$ cat src/rtl/router_pkg.sv
// Shared router definitions: flit field positions, flit-type codes and the flit type.
package router_pkg;

  localparam int FLIT_ID_HI = 31;
  localparam int FLIT_ID_LO = 29;
  localparam int DST_HI     = 28;
  localparam int DST_LO     = 25;

  localparam logic [2:0] HEADER  = 3'b001;
  localparam logic [2:0] PAYLOAD = 3'b010;
  localparam logic [2:0] TAIL    = 3'b100;

  typedef logic [31:0] flit_t;

endpackage

$ cat src/rtl/router_input_fifo_if.sv
// Input-port flit handshake: upstream write side, allocator grant and LBDR-facing head view.
interface router_input_fifo_if #(
  parameter int DATA_WIDTH = 32
);
  logic                  valid_in;
  logic [DATA_WIDTH-1:0] rx;
  logic [4:0]            read_en;
  logic [DATA_WIDTH-1:0] data_out;
  logic [2:0]            flit_id;
  logic [3:0]            dst_addr;
  logic                  empty;
  logic                  full;
  logic                  credit_out;
  logic                  overflow;

  modport master (
    output valid_in, rx, read_en,
    input  data_out, flit_id, dst_addr, empty, full, credit_out, overflow
  );

  modport slave (
    input  valid_in, rx, read_en,
    output data_out, flit_id, dst_addr, empty, full, credit_out, overflow
  );
endinterface

$ cat src/rtl/router_input_fifo.sv
// Per-input-port circular flit buffer, first-word-fall-through head, credit return per pop.
module router_input_fifo
  import router_pkg::*;
#(
  parameter int DATA_WIDTH = 32,
  parameter int DEPTH      = 4
) (
  input logic               clk,
  input logic               rst,
  router_input_fifo_if.slave bus
);

  localparam int PTR_W = $clog2(DEPTH);
  localparam logic [PTR_W-1:0] PTR_ONE  = PTR_W'(1);
  localparam logic [PTR_W:0]   CNT_ONE  = (PTR_W + 1)'(1);
  localparam logic [PTR_W:0]   CNT_FULL = (PTR_W + 1)'(DEPTH);

  logic [DATA_WIDTH-1:0] mem [DEPTH];
  logic [PTR_W-1:0]      wr_ptr;
  logic [PTR_W-1:0]      rd_ptr;
  logic [PTR_W:0]        count;
  logic                  credit_q;
  logic                  overflow_q;

  logic                  empty;
  logic                  full;
  logic                  push;
  logic                  pop;
  logic                  drop;
  logic [DATA_WIDTH-1:0] head;

  assign empty = (count == '0);
  assign full  = (count == CNT_FULL);
  assign pop   = (|bus.read_en) & ~empty;
  // A full buffer still accepts a write when the head leaves in the same cycle.
  assign push  = bus.valid_in & (~full | pop);
  assign drop  = bus.valid_in & ~push;
  assign head  = mem[rd_ptr];

  always_ff @(posedge clk) begin
    if (!rst) begin
      wr_ptr     <= '0;
      rd_ptr     <= '0;
      count      <= '0;
      credit_q   <= 1'b0;
      overflow_q <= 1'b0;
      for (int i = 0; i < DEPTH; i++) begin
        mem[i] <= '0;
      end
    end else begin
      if (push) begin
        mem[wr_ptr] <= bus.rx;
        wr_ptr      <= wr_ptr + PTR_ONE;
      end
      if (pop) begin
        rd_ptr <= rd_ptr + PTR_ONE;
      end
      case ({push, pop})
        2'b10:   count <= count + CNT_ONE;
        2'b01:   count <= count - CNT_ONE;
        default: count <= count;
      endcase
      credit_q <= pop;
      if (drop) begin
        overflow_q <= 1'b1;
      end
    end
  end

  assign bus.data_out   = head;
  assign bus.flit_id    = head[FLIT_ID_HI:FLIT_ID_LO];
  assign bus.dst_addr   = head[DST_HI:DST_LO];
  assign bus.empty      = empty;
  assign bus.full       = full;
  assign bus.credit_out = credit_q;
  assign bus.overflow   = overflow_q;

endmodule

$ cat src/flat_wrapper.sv
// flat-port wrapper written by rule: the top's interface ports become plain ports
module router_input_fifo_flat import router_pkg::*;
#(
  parameter int DATA_WIDTH = 32,
  parameter int DEPTH      = 4
)
  (clk, rst, bus_valid_in, bus_rx, bus_read_en, bus_data_out, bus_flit_id, bus_dst_addr, bus_empty, bus_full, bus_credit_out, bus_overflow);
  router_input_fifo_if #(.DATA_WIDTH(DATA_WIDTH)) bus_i ();
  input logic clk;
  input logic rst;
  input wire logic [$bits(bus_i.valid_in)-1:0] bus_valid_in;
  input wire logic [$bits(bus_i.rx)-1:0] bus_rx;
  input wire logic [$bits(bus_i.read_en)-1:0] bus_read_en;
  output wire logic [$bits(bus_i.data_out)-1:0] bus_data_out;
  output wire logic [$bits(bus_i.flit_id)-1:0] bus_flit_id;
  output wire logic [$bits(bus_i.dst_addr)-1:0] bus_dst_addr;
  output wire logic [$bits(bus_i.empty)-1:0] bus_empty;
  output wire logic [$bits(bus_i.full)-1:0] bus_full;
  output wire logic [$bits(bus_i.credit_out)-1:0] bus_credit_out;
  output wire logic [$bits(bus_i.overflow)-1:0] bus_overflow;
  assign bus_i.valid_in = bus_valid_in;
  assign bus_i.rx = bus_rx;
  assign bus_i.read_en = bus_read_en;
  assign bus_data_out = bus_i.data_out;
  assign bus_flit_id = bus_i.flit_id;
  assign bus_dst_addr = bus_i.dst_addr;
  assign bus_empty = bus_i.empty;
  assign bus_full = bus_i.full;
  assign bus_credit_out = bus_i.credit_out;
  assign bus_overflow = bus_i.overflow;
  router_input_fifo #(.DATA_WIDTH(DATA_WIDTH), .DEPTH(DEPTH)) u_core (.clk(clk), .rst(rst), .bus(bus_i));
endmodule
$ cat config.mk
export PLATFORM = sky130hd
export DESIGN_NAME = router_input_fifo_flat
export DESIGN_NICKNAME = d
export VERILOG_FILES = /design/src/rtl/router_pkg.sv /design/src/rtl/router_input_fifo_if.sv /design/src/rtl/router_input_fifo.sv /design/src/flat_wrapper.sv
export SDC_FILE = /design/constraint.sdc
export NUM_CORES = 1
export LEC_CHECK = 0
export BUFFER_PORTS_ARGS = -buffer_cell sky130_fd_sc_hd__buf_4
export CAP_MARGIN = 20
export CORE_MARGIN = 4
export CORE_UTILIZATION = 52
export DETAILED_ROUTE_END_ITERATION = 8
export PLACE_DENSITY = 0.86
export SLEW_MARGIN = 10
export SYNTH_ARGS = -nofsm -noshare
export SYNTH_HDL_FRONTEND = slang
export SYNTH_SLANG_ARGS = --single-unit
$ cat constraint.sdc
create_clock -name clk -period 4 [get_ports clk]
set_input_delay 0.2 -clock clk [delete_from_list [all_inputs] [get_ports clk]]
set_output_delay 0.2 -clock clk [all_outputs]
set_load 0.01 [all_outputs]
After elaboration in Yosys (flattened, before gate mapping)
Memory sizes are Yosys's and may differ from the RTL's. A register that Yosys moved wholly into a read port is not among the register bits. Index checks and enable logic that the tools add are counted.

Memories: 1. Input bits: 40. Output and inout port bits: 43. Register bits after elaboration: 9. RAM bits: 128. Word-level logic and storage cells: 34.

Muxes and demuxes: 10. Add/subtract/negate cells: 4. Eq/ne operators: 3. Bitwise logic cells: 7. Reductions and logical operators: 4.

Memories: u_core.mem (depth 4, bits a word 32, rd ports 1, clocked after Yosys merged registers in 1, write ports 4, line router_input_fifo.sv:18) `logic [DATA_WIDTH-1:0] mem [DEPTH];`.

Operator list (number): 32-bit two-way mux (1); 32-bit OR reduction (1); 2-bit two-way mux (3); 3-bit case mux with 2 select lines (1); 1-bit two-way mux (5); 5-bit OR reduction (1); 2-bit by 1-bit adder with 2-bit output (second input constant) (2); 3-bit by 1-bit adder with 3-bit output (second input constant) (1); 1-bit bitwise AND (3); 3-bit == test (second input constant) (1); 3-bit zero test (1); 1-bit NOT (3); 3-bit by 1-bit subtractor with 3-bit output (second input constant) (1); 2-bit by 1-bit == test with 1-bit output (second input constant) (1); 2-bit == test (second input constant) (1); 2-bit nonzero test (1); 1-bit OR (1).

Logic depth before layout (Yosys ltp)
Gate-level depths: netlist of the first run.

Word-level depth: 10. Depth in mapped cells: 9. Depth with buffers taken out: 8.

Least setup slack after synthesis of the first run
Ideal clock, no wire load.

Kind: reg-to-reg. Start point: register u_core.count[0]. End point: memory u_core.mem[3][0], enable pin. Path slack: 0.090 ns. Cell stages (with the launch flop): 5. Buffers on the path: 1. Data required time: 3.530 ns. Period minus slack after synthesis: 3.910 ns. Arrival: 3.440 ns. Cells stage by stage: dfxtp_1 > or3b_1 > clkbuf_1 > o31ai_2 > o31ai_1.

RTL lines: from (decl) (line router_input_fifo.sv:21) `logic [PTR_W:0] count;`; from (signal assigned) (line router_input_fifo.sv:59) `2'b10: count <= count + CNT_ONE;`; from (signal assigned) (line router_input_fifo.sv:60) `2'b01: count <= count - CNT_ONE;`; from (signal assigned) (line router_input_fifo.sv:61) `default: count <= count;`; to (decl) (line router_input_fifo.sv:18).

Worst setup path in the final report of the first run
Start point: register u_core.count[2]. End point: register u_core.count[2].

Word-level cells in the longest chain between the ends: 7. Elaborated cells between the ends (all ways): 13.

RTL lines: 3-bit zero test (line router_input_fifo.sv:32) `assign empty = (count == '0);`; 1-bit NOT (line router_input_fifo.sv:34) `assign pop = (|bus.read_en) & ~empty;`; 1-bit bitwise AND (line router_input_fifo.sv:34); 1-bit OR (line router_input_fifo.sv:36) `assign push = bus.valid_in & (~full | pop);`; 1-bit bitwise AND (line router_input_fifo.sv:36); 2-bit by 1-bit == test with 1-bit output / 2-bit == test (equally long branches) (line router_input_fifo.sv:58) `case ({push, pop})`; 3-bit case mux with 2 select lines / 2-bit nonzero test (equally long branches).

Parallel ways exist; a longest one is shown, timed or not. A chain may end at the register's enable or synchronous reset.

==> metrics.txt, run 1 <==
CP Launch Type=register; Port Buf Inserts=between 80 and 90; Reg clk slew, reported paths=about 0.06 ns; DIE AREA=13390 um2; Crit-path slowest cell=or3b_1; Worst Setup SP=u_core.count[2]; initial antenna violation count=0; Placed Cells=slightly above 600; Critical Path End Type=register; vias in the first global route=approximately 4k; LEAKAGE=~2.8 nW; Hold Crit Class=in2reg; crit-path max cell delay=~0.57 ns; worst r2r src=u_core.count[2]; min-delay src=bus_valid_in; dpl hpwl=approximately 7300 um; drt first pass iters=5; Syn Nets=approximately 460; Die H=115.7 um; maximum VDD drop=just under 0.4 mV; CP Data Required Time=between 4 and 5 ns; num ports=between 80 and 90; DR WL/cell=between 15 and 20 um; num rows=39; power density over the cells=around 600 nW/um2; initial DRC count=293; RSZ-0062 raised after global routing=false; ratio of final minimum period to clock period=around 70%; Cell Chain, Critical Path=or3b_1 > o31ai_2 > ha_1 > inv_1 > fa_1 > xor2_1 > or3_1 > a21boi_0; drt drc=0; Synth Register Bits=139; Setup CP Type=reg2reg; status=completed; # Max-Cap Violations=0; Cell Area, Synth=slightly above 6000 um2; clk root buf=clkbuf_16; via/cell ratio=about 5.7; clock latency on the worst-skew pair=0.41 ns; Final Critical Period=roughly 2.9 ns; unique cell type count in the Yosys netlist=35; total gr overflow=0; Max clock buf depth=2; endpoints failing setup=0; WL final=about 13000 um; Ys Warns=0; worst-margin pin slew=roughly 1.1 ns; Num CTS Buffers=17; CTS tree=done; global-route wire length before repair=about 20000 um; hold_buf cts=0; fraction of layout cells with a size suffix above 1=approximately 32%; final cell count without fillers=roughly 650; critical path arrival=roughly 3.2 ns; Post-CTS Setup Inserts=0; post-cts gate resize count=0; core area=11370 um2; H-tree Lvls=4; Syn Inst Count=between 400 and 500; Max transition margin=between 20% and 30%; critical path fanouts, max=6; sequential share of the synthesized area=approximately two thirds; die width=115.7 um; ant diodes=0; endpoints failing hold=0; Worst Skew=0.007415 ns; Antenna Nets Post-Route=0; clk sinks=between 100 and 150; Slew Limit Fails=0; Total Nets Final=roughly 540; Global Route Usage Sum=approximately 20%; TNS Setup=0 ns; effective utilization at floorplan=between 50% and 60%; Area Growth Syn to Fin=22.48%; Vias=roughly 3.7k; Max Freq=~350 MHz; routability cong.=around 0.8; average cell area after synthesis=14.40 um2; pin count of the biggest net entering global routing=34
-- cells in the final DEF, fill, tap and decap left out, drive strengths merged, types with 5 or more instances in the layout --
cell type  count
nor2         128
clkbuf        18
o21ai          5
buf           91
mux4          32
inv           11
dfxtp         11
nand2         40
mux2i          5
edfxtp       128
-- path summary, 6_finish.rpt --
check / end / slack [ns] / depth (start not counted)
setup / recovery: u_core.count[2] / 1.15 / 8
hold / removal: u_core.bus.overflow / 0.11 / 3
setup reg to reg: u_core.count[2] / 1.15 / 8
hold reg to reg: register / 0.48 / 2
-- layer usage --
metal | track usage (%) | wire length (um) | vias up
li1 | - | - | 1669
met1 | 25.01 | 4779 | 1881
met2 | 34.80 | 6952 | 171
met3 | 5.849 | 1008 | 21
met4 | 7.115 | 206 | 0
met5 | 0 | 0 | -
-- per-stage QoR --
step / total power [mW] / hold slack [ns] / util, % / cell area, um2 / setup WS [ns]
2_1_floorplan: 2.438 / 0.3773 / - / 6033 / 0.08997
5_1_grt: 4.585 / 0.1251 / 64.99 / 7390 / 0.9411
3_3_place_gp: 2.781 / 0.4500 / 59.03 / 6711 / 1.266
4_1_cts: 4.432 / 0.1047 / 64.51 / 7335 / 1.141
3_5_place_dp: 2.808 / 0.4711 / 59.03 / 6711 / 1.163
6_report: 4.409 / 0.1109 / 64.99 / 7390 / 1.145
-- synth_stat cells, drive strengths merged --
| cell | instances | area [um2] |
|---|---|---|
| ha | 1 | 12.51 |
| a21oi | 1 | 5.000 |
| a211oi | 1 | 7.510 |
| or3b | 1 | 8.760 |
| or4 | 1 | 11.26 |
| o311ai | 3 | 78.83 |
| buf | 23 | 187.7 |
| nand2 | 40 | 150.1 |
| dfxtp | 11 | 220.2 |
| inv | 9 | 33.78 |
| xor2 | 1 | 8.760 |
| a21boi | 1 | 7.510 |
| nand2b | 1 | 6.260 |
| nor4 | 2 | 12.51 |
| edfxtp | 128 | 3844 |
| nor4b | 1 | 8.760 |
| o31ai | 2 | 20.02 |
| nor3 | 2 | 15.01 |
| clkbuf | 10 | 37.54 |
| mux2i | 5 | 50.05 |
| and2 | 4 | 25.02 |
| nor2 | 128 | 480.5 |
| fa | 1 | 20.02 |
| a31oi | 1 | 6.260 |
| mux4 | 32 | 720.7 |
| a211o | 1 | 8.760 |
| or3 | 1 | 6.260 |
| o21ai | 5 | 25.02 |
| nor2b | 1 | 6.260 |
| xnor2 | 1 | 8.760 |
-- area by class of cell --
class / count / area, um2
Sequential cell: 139 / 4066
Timing Repair Buffer: 91 / 723.2
Clock inverter: 14 / 193.9
Tap cell: 143 / 178.9
Clock buffer: 18 / 429.2
Inverter: 9 / 33.78
Fill cell: 764 / 3980
Multi-Input combinational cell: 238 / 1764
-- critical path, delay by kind of cell (launching register included) --
kind            cells  cell delay (ns)
compound gates      2             0.64
xor+xnor            1             0.16
fa+ha+maj           2             0.65
buf+inv             1             0.07
flops               1             0.39
simple gates        2             0.87
-- cell families (layout without fill, tap and decap cells) --
family,Yosys count,in the layout,synth area share (%)
flops,139,139,67.36
mux,37,37,12.77
buf+inv,42,132,4.293
compound gates,15,15,2.634
simple gates,182,182,12.11
fa+ha+maj,2,2,0.5392
xor+xnor,2,2,0.2904
-- power breakdown --
part           internal, mW  leakage, nW  total, mW  switching [mW]
registers              1.72         1.43       1.86           0.138
logic                 0.502         1.12      0.921           0.419
clock network          1.04        0.291       1.63           0.585
-- sequential cells by signal, summed over array words and instances, names as in the netlist, named ones only --
name                   count
u_core.count               3
u_core.wr_ptr              2
u_core.bus.overflow        1
u_core.mem               128
u_core.bus.credit_out      1
u_core.rd_ptr              2
Power figures use the tool's default switching activity.
==> run 2: changes to the inputs <==
- clock period: 4 -> 2.6 ns (I/O delays scaled with it)
==> run 2 against run 1 <==
Worst setup slack worse by 0.98 ns. Register-to-register slack worse by 0.98 ns. Sequential power up 49%. Critical path depth unchanged. Sequential cell count unchanged. Largest cell class unchanged. Highest routed layer unchanged.
==> metrics.txt, run 2 (synthesized netlist as in run 1, its figures left out) <==
Num CTS Buffers=17 (unchanged); overall power=6.934 mW (+57%); Worst Skew=0.009160 ns (+0.001745 ns); status=completed; num ports=83 (unchanged); most frequent cells in the layout=128 x nor2_1, 128 x edfxtp_1, 92 x buf_4; reg2reg end=u_core.count[2]; critical path fanouts, max=5 (-1); crit-path max cell delay=0.43 ns (-0.14 ns); Fill cells=767 (+0.39%); CTS tree=done; dpl hpwl=8136 um (+11%); post-cts gate resize count=0 (unchanged); num rows=39 (unchanged); power density over the cells=922.8 nW/um2 (+55%); Largest regs=u_core.mem x128, u_core.count x3; Crit-path slowest cell=or3b_1; # Max-Cap Violations=0 (unchanged); drt drc=0 (unchanged); initial antenna violation count=0 (unchanged); via/cell ratio=5.629 (-1.9%); Antenna Nets Post-Route=0 (unchanged); r2r worst-path depth=8 (unchanged); Slew Limit Fails=0 (unchanged); Vias=3704 (-1.0%); global-route wire length before repair=20890 um (+3.7%); fraction of layout cells with a size suffix above 1=33.40% (+0.98 points); routability cong.=0.7352 (-6.2%); effective utilization at floorplan=53.06% (unchanged); Setup CP Type=reg2reg; buffers plus inverters on the worst setup path=1 (unchanged); DR WL/cell=20.18 um (+1.6%); Critical Path End Type=register; Final Cell Area=7515 um2 (+1.7%); Global Route Usage Sum=21.05% (+0.70 points); Final Critical Period=2.438 ns (-0.4167 ns); total gr overflow=0 (unchanged); Worst Setup SP=u_core.count[2]; final cell count without fillers=658 (+0.92%); max FFs per register=128 (unchanged); WL final=13280 um (+2.6%); Area Growth Syn to Fin=24.55%; DIE AREA=13390 um2 (unchanged); Worst Setup EP=u_core.count[2]; WP depth=8 (unchanged); Post-CTS Setup Inserts=0 (unchanged); largest register by flop count=u_core.mem; CP Data Required Time=2.93 ns (-1.41 ns); maximum VDD drop=0.7431 mV (+89%); pin count of the biggest net entering global routing=33 (-2.9%); Total Nets Final=544 (+1.1%); core area=11370 um2 (unchanged); CP Launch Type=register; Cell Chain, Critical Path=or3b_1 > o31ai_4 > ha_1 > inv_1 > fa_1 > xor2_1 > or3_1 > a21boi_0; endpoints failing setup=0 (unchanged); clk sinks=139 (unchanged); Worst path top cell family by delay=simple AND/OR/NAND/NOR gates; vias in the first global route=3889 (-1.8%); initial DRC count=299 (+2.0%); critical path arrival=2.77 ns (-0.42 ns); Max Freq=410.2 MHz (+17%); multi-input logic area=1773 um2 (+0.50%); clk root buf=clkbuf_16; RSZ-0062 raised after global routing=false; endpoints failing hold=0 (unchanged); worst-margin pin slew=0.8242 ns (-0.2492 ns); Max transition margin=45.06% (+17 points); Max clock buf depth=2 (unchanged); Reg clk slew, reported paths=0.06 ns (about the same); placed cell areas=6857 um2 (+2.2%); Placed Cells=626 (+1.3%); Hold Crit Class=in2reg; H-tree Lvls=4 (unchanged); FF-to-FF setup slack=0.16 ns (-0.98 ns); ant diodes=0 (unchanged); Register Area=4066 um2 (unchanged); drt first pass iters=5 (unchanged); clock latency on the worst-skew pair=0.41 ns (about the same); hold_buf cts=0 (unchanged); die width=115.7 um (unchanged); LEAKAGE=2.897 nW (+2.0%); Die H=115.7 um (unchanged); worst r2r src=u_core.count[2]; Port Buf Inserts=82 (unchanged); ratio of final minimum period to clock period=93.77% (+22 points)
run 2: cell count changes in the layout (fill, tap and decap cells not counted), sizes merged:
cell    previous run  this run
buf               91        97
inv               11        10
bufinv             4         5
run 2: power breakdown:
part / switching (mW) / leakage [nW] / internal (mW) / total (mW)
clock network: 0.909 / 0.303 / 1.71 / 2.62
registers: 0.121 / 1.43 / 2.65 / 2.77
logic: 0.749 / 1.16 / 0.802 / 1.55
run 2: through the flow:
| step | hold WS (ns) | worst slack [ns] | setup TNS [ns] | utilization (%) |
|---|---|---|---|---|
| finish | 0.04607 | 0.1620 | 0 | 66.09 |
| global placement | 0.4431 | 0.2402 | 0 | 59.58 |
| detailed placement | 0.4656 | 0.09708 | 0 | 60.31 |
| floorplan | 0.3073 | -0.3539 | -43.98 | - |
| global route | 0.05560 | 0.04336 | 0 | 66.09 |
| CTS | 0.02643 | 0.1232 | 0 | 66.02 |
run 2: routing by layer:
| metal | up-vias | global-route usage (%) | part of all wire (%) |
|---|---|---|---|
| met5 | - | 0 | 0 |
| met4 | 0 | 5.336 | 0.90 |
| met2 | 182 | 36.84 | 54 |
| met3 | 13 | 4.648 | 7.6 |
| li1 | 1672 | - | - |
| met1 | 1837 | 27.00 | 38 |
run 2: final cells by class:
type | instances | area share (%)
clock inverter | 14 | 2.930
tap | 143 | 2.381
multi-input combinational | 238 | 23.59
inverter | 9 | 0.4496
clock buffer | 18 | 5.711
sequential | 139 | 54.11
timing repair buffer | 97 | 10.82
run 2: worst register-to-register path, cell delays in order, from the launching register on:
cell and delay, ns:
dfxtp_1 0.38, or3b_1 0.43, o31ai_4 0.22, ha_1 0.23, inv_1 0.07, fa_1 0.38, xor2_1 0.16, or3_1 0.30
a21boi_0 0.19
run 2: how the worst min path moves through the flow:
stage                             from             endpoint  slack, ns  cells after the start
after floorplan           bus_valid_in  u_core.bus.overflow       0.31                      2
after global placement    bus_valid_in  u_core.bus.overflow       0.44                      3
after detailed placement  bus_valid_in  u_core.bus.overflow       0.47                      3
after CTS                 bus_valid_in  u_core.bus.overflow       0.03                      3
after global routing      bus_valid_in  u_core.bus.overflow       0.06                      3
final                     bus_valid_in  u_core.bus.overflow       0.05                      3
